File: src/rtl/rast_tri_pkg.sv
// Shared types for the rasterizer triangle front-end.
// Word widths, triangle/colour bundles, FIFO entry and issue FSM state.
package rast_tri_pkg;

  localparam int SIGFIG     = 24;
  localparam int RADIX      = 10;
  localparam int VERTS      = 3;
  localparam int AXIS       = 3;
  localparam int COLORS     = 3;
  localparam int FIFO_DEPTH = 4;
  localparam int TRI_ID_W   = 16;

  typedef logic [VERTS-1:0][AXIS-1:0][SIGFIG-1:0] tri_t;
  typedef logic [COLORS-1:0][SIGFIG-1:0] color_t;

  typedef struct packed {
    tri_t   tv;
    color_t col;
  } tri_entry_t;

  typedef enum logic [1:0] {
    IDLE = 2'd0,
    SEND = 2'd1,
    HOLD = 2'd2
  } out_state_e;

endpackage

File: src/rtl/tri_issue_queue_fifo.sv
// Count-based FIFO of triangle entries with registered full/empty.
// Ports: clk, rst (sync, active-low), push_i/wdata_i, pop_i/rdata_o (head), full_o, empty_o.
module tri_fifo
  import rast_tri_pkg::*;
#(
  parameter int  DEPTH = FIFO_DEPTH,
  parameter type T     = tri_entry_t
) (
  input  logic clk,
  input  logic rst,
  input  logic push_i,
  input  T     wdata_i,
  input  logic pop_i,
  output T     rdata_o,
  output logic full_o,
  output logic empty_o
);

  localparam int AW = $clog2(DEPTH);
  localparam logic [AW:0] FULL_C = (AW+1)'(DEPTH);

  T              mem_q [DEPTH];
  logic [AW-1:0] wr_q, wr_d;
  logic [AW-1:0] rd_q, rd_d;
  logic [AW:0]   cnt_q, cnt_d;
  logic          full_q, empty_q;
  logic          do_push, do_pop;

  // A full FIFO rejects a push even if a pop frees a slot this cycle.
  assign do_push = push_i && !full_q;
  assign do_pop  = pop_i && !empty_q;

  always_comb begin
    wr_d  = wr_q;
    rd_d  = rd_q;
    cnt_d = cnt_q;
    if (do_push) wr_d = wr_q + 1'b1;
    if (do_pop)  rd_d = rd_q + 1'b1;
    unique case ({do_push, do_pop})
      2'b10:   cnt_d = cnt_q + 1'b1;
      2'b01:   cnt_d = cnt_q - 1'b1;
      default: cnt_d = cnt_q;
    endcase
  end

  always_ff @(posedge clk) begin
    if (!rst) begin
      wr_q    <= '0;
      rd_q    <= '0;
      cnt_q   <= '0;
      full_q  <= 1'b0;
      empty_q <= 1'b1;
    end else begin
      wr_q    <= wr_d;
      rd_q    <= rd_d;
      cnt_q   <= cnt_d;
      full_q  <= (cnt_d == FULL_C);
      empty_q <= (cnt_d == '0);
    end
  end

  // Storage needs no reset; pointers/count define what is valid.
  always_ff @(posedge clk) begin
    if (rst && do_push) mem_q[wr_q] <= wdata_i;
  end

  assign rdata_o = mem_q[rd_q];
  assign full_o  = full_q;
  assign empty_o = empty_q;

endmodule

File: src/rtl/tri_issue_queue.sv
// Triangle issue queue: buffers loaded triangles, issues one per cycle into R10 with halt hold.
// Ports: loader side (tri_in_S, color_in_U, push_in, full/empty/overflow), R10 side (data, valid, id, issued_cnt).
module tri_issue_queue
  import rast_tri_pkg::*;
#(
  parameter int DEPTH = FIFO_DEPTH,
  parameter int ID_W  = TRI_ID_W
) (
  input  logic            clk,
  input  logic            rst,
  input  tri_t            tri_in_S,
  input  color_t          color_in_U,
  input  logic            push_in,
  output logic            full_out,
  output logic            empty_out,
  output logic            overflow_err,
  input  logic            halt_RnnH,
  output tri_t            tri_R10S,
  output color_t          color_R10U,
  output logic            validTri_R10H,
  output logic [ID_W-1:0] tri_id_R10U,
  output logic [31:0]     issued_cnt
);

  out_state_e      state_q, state_d;
  tri_entry_t      wr_ent, head;
  tri_entry_t      out_q;
  logic [ID_W-1:0] id_q, seq_q;
  logic [31:0]     cnt_q;
  logic            ovf_q;
  logic            fifo_full, fifo_empty;
  logic            pop;

  assign wr_ent.tv  = tri_in_S;
  assign wr_ent.col = color_in_U;

  tri_fifo #(
    .DEPTH(DEPTH),
    .T    (tri_entry_t)
  ) u_fifo (
    .clk    (clk),
    .rst    (rst),
    .push_i (push_in),
    .wdata_i(wr_ent),
    .pop_i  (pop),
    .rdata_o(head),
    .full_o (fifo_full),
    .empty_o(fifo_empty)
  );

  always_ff @(posedge clk) begin
    if (!rst) state_q <= IDLE;
    else      state_q <= state_d;
  end

  always_comb begin
    state_d = state_q;
    unique case (state_q)
      IDLE: state_d = pop ? SEND : IDLE;
      SEND, HOLD: begin
        if (halt_RnnH)  state_d = HOLD;
        else if (pop)   state_d = SEND;
        else            state_d = IDLE;
      end
      default: state_d = IDLE;
    endcase
  end

  // Halt only matters while a triangle is being presented.
  always_comb begin
    validTri_R10H = (state_q != IDLE);
    pop = !fifo_empty && (!validTri_R10H || !halt_RnnH);
  end

  always_ff @(posedge clk) begin
    if (!rst) begin
      out_q <= '0;
      id_q  <= '0;
      seq_q <= '0;
      cnt_q <= '0;
      ovf_q <= 1'b0;
    end else begin
      if (pop) begin
        out_q <= head;
        id_q  <= seq_q;
        seq_q <= seq_q + 1'b1;
        cnt_q <= cnt_q + 1'b1;
      end
      if (push_in && fifo_full) ovf_q <= 1'b1;
    end
  end

  assign tri_R10S     = out_q.tv;
  assign color_R10U   = out_q.col;
  assign tri_id_R10U  = id_q;
  assign issued_cnt   = cnt_q;
  assign overflow_err = ovf_q;
  assign full_out     = fifo_full;
  assign empty_out    = fifo_empty;

endmodule
File: config.mk
export PLATFORM = sky130hd
export DESIGN_NAME = tri_issue_queue
export DESIGN_NICKNAME = d
export VERILOG_FILES = /design/src/rtl/rast_tri_pkg.sv /design/src/rtl/tri_issue_queue_fifo.sv /design/src/rtl/tri_issue_queue.sv
export SDC_FILE = /design/constraint.sdc
export NUM_CORES = 1
export LEC_CHECK = 0
export CAP_MARGIN = 20
export CORE_MARGIN = 1
export CORE_UTILIZATION = 50
export DETAILED_ROUTE_END_ITERATION = 7
export GPL_TIMING_DRIVEN = 0
export HOLD_SLACK_MARGIN = 0.1
export PLACE_DENSITY = 0.8
export SYNTH_ARGS = -nofsm -noshare
export SYNTH_HDL_FRONTEND = slang
export SYNTH_SLANG_ARGS = --single-unit
export TNS_END_PERCENT = 1
File: constraint.sdc
create_clock -name clk -period 8.7 [get_ports clk]
set_input_delay 1.74 -clock clk [delete_from_list [all_inputs] [get_ports clk]]
set_output_delay 1.74 -clock clk [all_outputs]
set_load 0.005 [all_outputs]
==> results of run 1 <==
## worst paths after layout
| path | end | slack, ps | depth (start not counted) |
|---|---|---|---|
| min reg2reg | tri_R10S[187]$_SDFFE_PN0N_ | 450 | 2 |
| min | tri_R10S[187]$_SDFFE_PN0N_ | 450 | 2 |
| max reg2reg | u_fifo.full_o$_SDFF_PN0_ | 4790 | 16 |
| max | u_fifo.full_o$_SDFF_PN0_ | 3880 | 15 |
## Yosys cell counts (16+ instances only)
cell	n	share of area [%]
edfxtp_1	1152	63
o31ai_1	17	0.23
nand2_1	636	4.4
nand3_1	16	0.15
nor2_1	18	0.12
a21oi_1	339	3.1
buf_2	39	0.36
mux4_2	288	12
dfxtp_1	364	13
clkbuf_1	134	0.92
or4_1	18	0.25
inv_1	17	0.12
## flip-flops by register name, indices dropped and copies added, names as in the netlist
name            count
u_fifo.mem_q     1152
tri_R10S          216
color_R10U         72
issued_cnt         32
seq_q              16
tri_id_R10U        16
u_fifo.cnt_q        3
state_q             2
u_fifo.rd_q         2
u_fifo.wr_q         2
overflow_err        1
u_fifo.empty_o      1
u_fifo.full_o       1
## power groups by stage
stage          clock network (mW)  logic, mW  registers [mW]
2_1_floorplan                   0       2.23            9.05
3_3_place_gp                    0       4.21            9.12
3_5_place_dp                    0       4.36            9.00
4_1_cts                      6.61       4.40            8.86
5_1_grt                      6.88       4.68            8.93
6_report                     6.51       4.34            8.86
## worst max-delay path, cell delays in order
cell and delay [ps]:
clkdlybuf4s50_1 420, nor2b_1 170, buf_2 190, or2_2 280, buf_2 170, inv_1 110
buf_2 410, buf_2 400, ha_1 250, inv_1 70, fa_1 370, xor2_1 160
or3_1 300, a21oi_1 230, nor2b_1 230
## metrics by stage
step	power, mW	setup TNS, ps	util (%)	cells
2_1_floorplan	11.3	-601190	-	3170
3_3_place_gp	13.3	-5970870	58.2	5204
3_5_place_dp	13.4	0	58.8	5229
4_1_cts	19.9	0	63.5	5513
5_1_grt	20.5	0	63.5	5541
6_report	19.7	0	63.6	5546
## cell type report
cell class / count / area [um2] / area share [%]
Buffer: 188 / 783 / 1.14
Multi-Input combinational cell: 1448 / 11900 / 17.4
Timing Repair Buffer: 656 / 6950 / 10.2
Sequential cell: 1516 / 41900 / 61.2
Clock inverter: 76 / 831 / 1.21
Antenna cell: 33 / 82.6 / 0.121
Inverter: 18 / 67.6 / 0.0988
Clock buffer: 208 / 4180 / 6.10
Tap cell: 1403 / 1760 / 2.57
## cell families after synthesis
group	after synthesis	synth area share (%)
AOI/OAI and AO/OA	373	3.52
xor gates and xnor gates	13	0.209
and+or+nand+nor	756	5.74
DFF	1516	76.7
adders and majority gates	10	0.243
muxes	296	12.0
buffers and inverters	206	1.56
## routing by layer
metal	part of all wire, %	track usage [%]
met1	36	29.3
met2	49	39.7
met3	9.3	8.28
met4	5.2	13.6
met5	0.18	0
==> reports/metrics.cfg, run 1 <==
[placed_design]
pre_cts_ws_ps=3100
io_buffers=631
hpwl_um=90700
place_area_mm2=0.0633
place_congestion=0.835

[sta]
clock_skew_ps=26.4
worstMarginPinSlew_ps=1240
period_share_pct=55.4
drv_slew=0
rsz0062_at_grt=no
final_hold_viol_count=0
relSlewSlack_pct=17.7
fmax_ghz=0.207
finalWorstSetupSlack_ps=3880
setup_viol=0
min_period_ps=4820
whs_ps=451

[yosys]
synth-seq-cells=1516
ys_warn_count=0
syn_area_mm2=0.0546
synthesis.nets=3472
synth_edf_count=1152
ys.flop_type=edfxtp_1
syn_area_per_cell_um2=17.2
yosysUniqueCellTypes=43
seq_area_frac_synth_pct=76.7
async_flop_share_pct=0
synthCells=3170

[floorplanning]
die_x_um=332
num_rows=120
die_y_um=332
coreArea_mm2=0.108
initial_core_util_pct=50.7
io-pin-count=632
fp.dieArea_mm2=0.111

[final_layout]
drive_gt1_share_pct=14.4
nFillCells=7288
layout_common_cells=edfxtp_1, nand2_1, clkdlybuf4s50_1, dfxtp_1, a21oi_1
final_cell_area_mm2=0.0684
synthToLayoutAreaGrowth_pct=25.3
mostFrequentLayoutCell=edfxtp_1
final_nets=4281

[pwr]
power_switching_mw=5.39
pwr-share-clk_pct=33.0
p_int_mw=14.3
p_sw_share_pct=27.3
pwr-share-comb_pct=22.0
seq_power_share_pct=45.0
power-per-cell-area_mw_per_mm2=288
p_leak_nw=21.9
ir_drop_mv=0.223

[global_route]
grt_pass1_wl_um=202000
grt_remaining_overflow=0
antenna_found_initial=51
grt_pass1_vias=32400
grtUsageTotal_pct=24.7
grt_max_degree=58

[setup_path]
arrival_ps=5490
path_class=input pin to flip-flop
crit_path_end_kind=flip-flop
r2r_start=state_q[0]$_SDFF_PN0_
required_ps=9370
worstPathMaxFanout=10
start_kind=input pin
crit_start=halt_RnnH

[routing]
wl_um=137000
routed_via_density=5.66
post_drt_wl_per_cell_um=24.7
drtAntennaViolNets=0
via_count=31400
drc=0
drt_first_iter_violations=2115
firstDrtPassIters=7

[clock_network]
postCtsResizedCells=0
cts_hold_buf=0
clkTransAtPathRegs_ps=60
root_buffer=clkbuf_16
cts_max_path_buffers=3
cts_max_level=4
cts_tree=done
cts_buffers=151
post_cts_buffers=0
clk_latency_ps=760
clock-sinks=1516

[min_path]
hold_path_class=flip-flop to flip-flop
worstHoldStart=tri_R10S[187]$_SDFFE_PN0N_

[run]
cap_viol_max_count=0

[run_status]
status=complete, no violations

(Power assumes the default switching activity.)
==> run 2: changes to the inputs <==
==> constraint.sdc (replaced) <==
create_clock -name clk -period 4.4 [get_ports clk]
set_input_delay 0.88 -clock clk [delete_from_list [all_inputs] [get_ports clk]]
set_output_delay 0.88 -clock clk [all_outputs]
set_load 0.005 [all_outputs]
==> run 2 against run 1 <==
  * Register-to-register slack worse by 4200 ps
  * Flip-flop and latch count did not move
  * Sequential power increased by 98%
  * Clock-buffer cell count up 10
  * Non-clock buffer count unchanged
  * Cell count is 0.11% lower
  * Combinational power is 99% higher
  * Global-route usage decreased by 0.098 points
  * Clock power increased by 95%
  * Worst setup slack got worse by 3400 ps
  * Total power rose by 97%
  * Highest routed layer unchanged
==> reports/metrics.cfg, run 2 (same netlist as run 1, synthesis figures left out) <==
[final_layout]
mostFrequentLayoutCell=edfxtp_1
post-route-util_pct=63.5
layout_common_cells=edfxtp_1, nand2_1, clkdlybuf4s50_1, dfxtp_1, a21oi_1
synthToLayoutAreaGrowth_pct=25.2
drive_gt1_share_pct=14.3
regMostFlops=u_fifo.mem_q
layout.cells.non_filler=5540
final_nets=4280
largest_reg_flops=1152

[min_path]
hold_path_class=flip-flop to flip-flop
worstHoldStart=color_R10U[51]$_SDFFE_PN0N_

[sta]
finalWorstSetupSlack_ps=498
relSlewSlack_pct=25.1
drv_slew=0
min_period_ps=3900
clock_skew_ps=26.4
tns_ps=0
setup_viol=0
final_hold_viol_count=0
rsz0062_at_grt=no
worstMarginPinSlew_ps=1120
fmax_ghz=0.256
period_share_pct=88.7

[routing]
firstDrtPassIters=7
drtAntennaViolNets=0
wl_um=137000
post_drt_wl_per_cell_um=24.8
via_count=31400
routed_via_density=5.67
drt_first_iter_violations=2458
drc=0

[placed_design]
dp_cells=5229
pre_cts_ws_ps=-236
place_congestion=0.850
io_buffers=631
hpwl_um=90800

[floorplanning]
io-pin-count=632
coreArea_mm2=0.108
die_y_um=332
fp.dieArea_mm2=0.111
die_x_um=332
num_rows=120
initial_core_util_pct=50.7

[pwr]
totalPowerFinal_mw=38.9
power-per-cell-area_mw_per_mm2=569
ir_drop_mv=0.504
p_leak_nw=21.9

[setup_path]
r2r_start=state_q[0]$_SDFF_PN0_
max_stage_delay_ps=420
required_ps=5070
worstPathMaxFanout=10
cp_slowest_cell=clkdlybuf4s50_1
cp_common_cell=buf_2
path_cells=clkdlybuf4s50_1, nor2b_1, buf_2, or2_2, buf_2, inv_1, buf_2, buf_2, ha_1, inv_1, fa_1, xor2_1, or3_1, a21oi_1, nor2b_1
start_kind=input pin
crit_path_end_kind=flip-flop
crit_start=halt_RnnH
path_class=input pin to flip-flop
arrival_ps=4570

[global_route]
grtUsageTotal_pct=24.6
grt_pass1_wl_um=202000
grt_remaining_overflow=0
grt_pass1_vias=31900
grt_max_degree=59
antenna_found_initial=43

[clock_network]
postCtsResizedCells=0
cts_max_level=4
cts_hold_buf=0
root_buffer=clkbuf_16
clock-sinks=1516
cts_max_path_buffers=3
post_cts_buffers=0
clkTransAtPathRegs_ps=60
cts_buffers=150
cts_tree=done
clk_latency_ps=750

[run]
cap_viol_max_count=0

[run_status]
status=complete, no violations

## run 2: cell types whose count changed in the layout (fill, tap and decap cells not counted), sizes merged
cell	change
clkinv	-6
clkinvlp	-5
diode	+1
clkbuf	+10
inv	-6
## run 2: path summary, 6_finish.rpt
kind	endpoint	slack, ps	cells after the start
max	u_fifo.full_o$_SDFF_PN0_	500	15
min reg2reg	color_R10U[51]$_SDFFE_PN0N_	450	2
max reg2reg	u_fifo.full_o$_SDFF_PN0_	590	16
min	color_R10U[51]$_SDFFE_PN0N_	450	2
## run 2: cell type report
cell class | instances | area [um2]
Buffer | 188 | 785
Sequential cell | 1516 | 41900
Clock inverter | 59 | 671
Multi-Input combinational cell | 1448 | 11900
Timing Repair Buffer | 656 | 6940
Antenna cell | 34 | 85.1
Tap cell | 1403 | 1760
Fill cell | 7216 | 39300
Clock buffer | 218 | 4290
Inverter | 18 | 67.6
## run 2: per-layer routing
layer,up-vias,GRT usage (%),wire (um)
met5,-,0,132
met4,20,11.9,5940
li1,13800,-,-
met3,315,7.03,10700
met2,1214,40.6,69200
met1,16100,29.7,51400
## run 2: critical path: cells and delay by family
| family | cells | cell delay [ps] |
|---|---|---|
| and+or+nand+nor | 4 | 910 |
| buffers and inverters | 7 | 1730 |
| AOI/OAI and AO/OA | 1 | 210 |
| adders and majority gates | 2 | 640 |
| xor gates and xnor gates | 1 | 160 |
## run 2: where the power goes
group,internal [mW],switching [mW]
logic,4.01,4.62
registers,16.9,0.646
clock network,7.50,5.25
total,28.4,10.5
## run 2: stage by stage
stage          area [um2]  hold WS, ps
2_1_floorplan       54600          440
3_3_place_gp        62700          442
3_5_place_dp        63300          445
4_1_cts             68300          454
5_1_grt             68400          467
6_report            68400          451
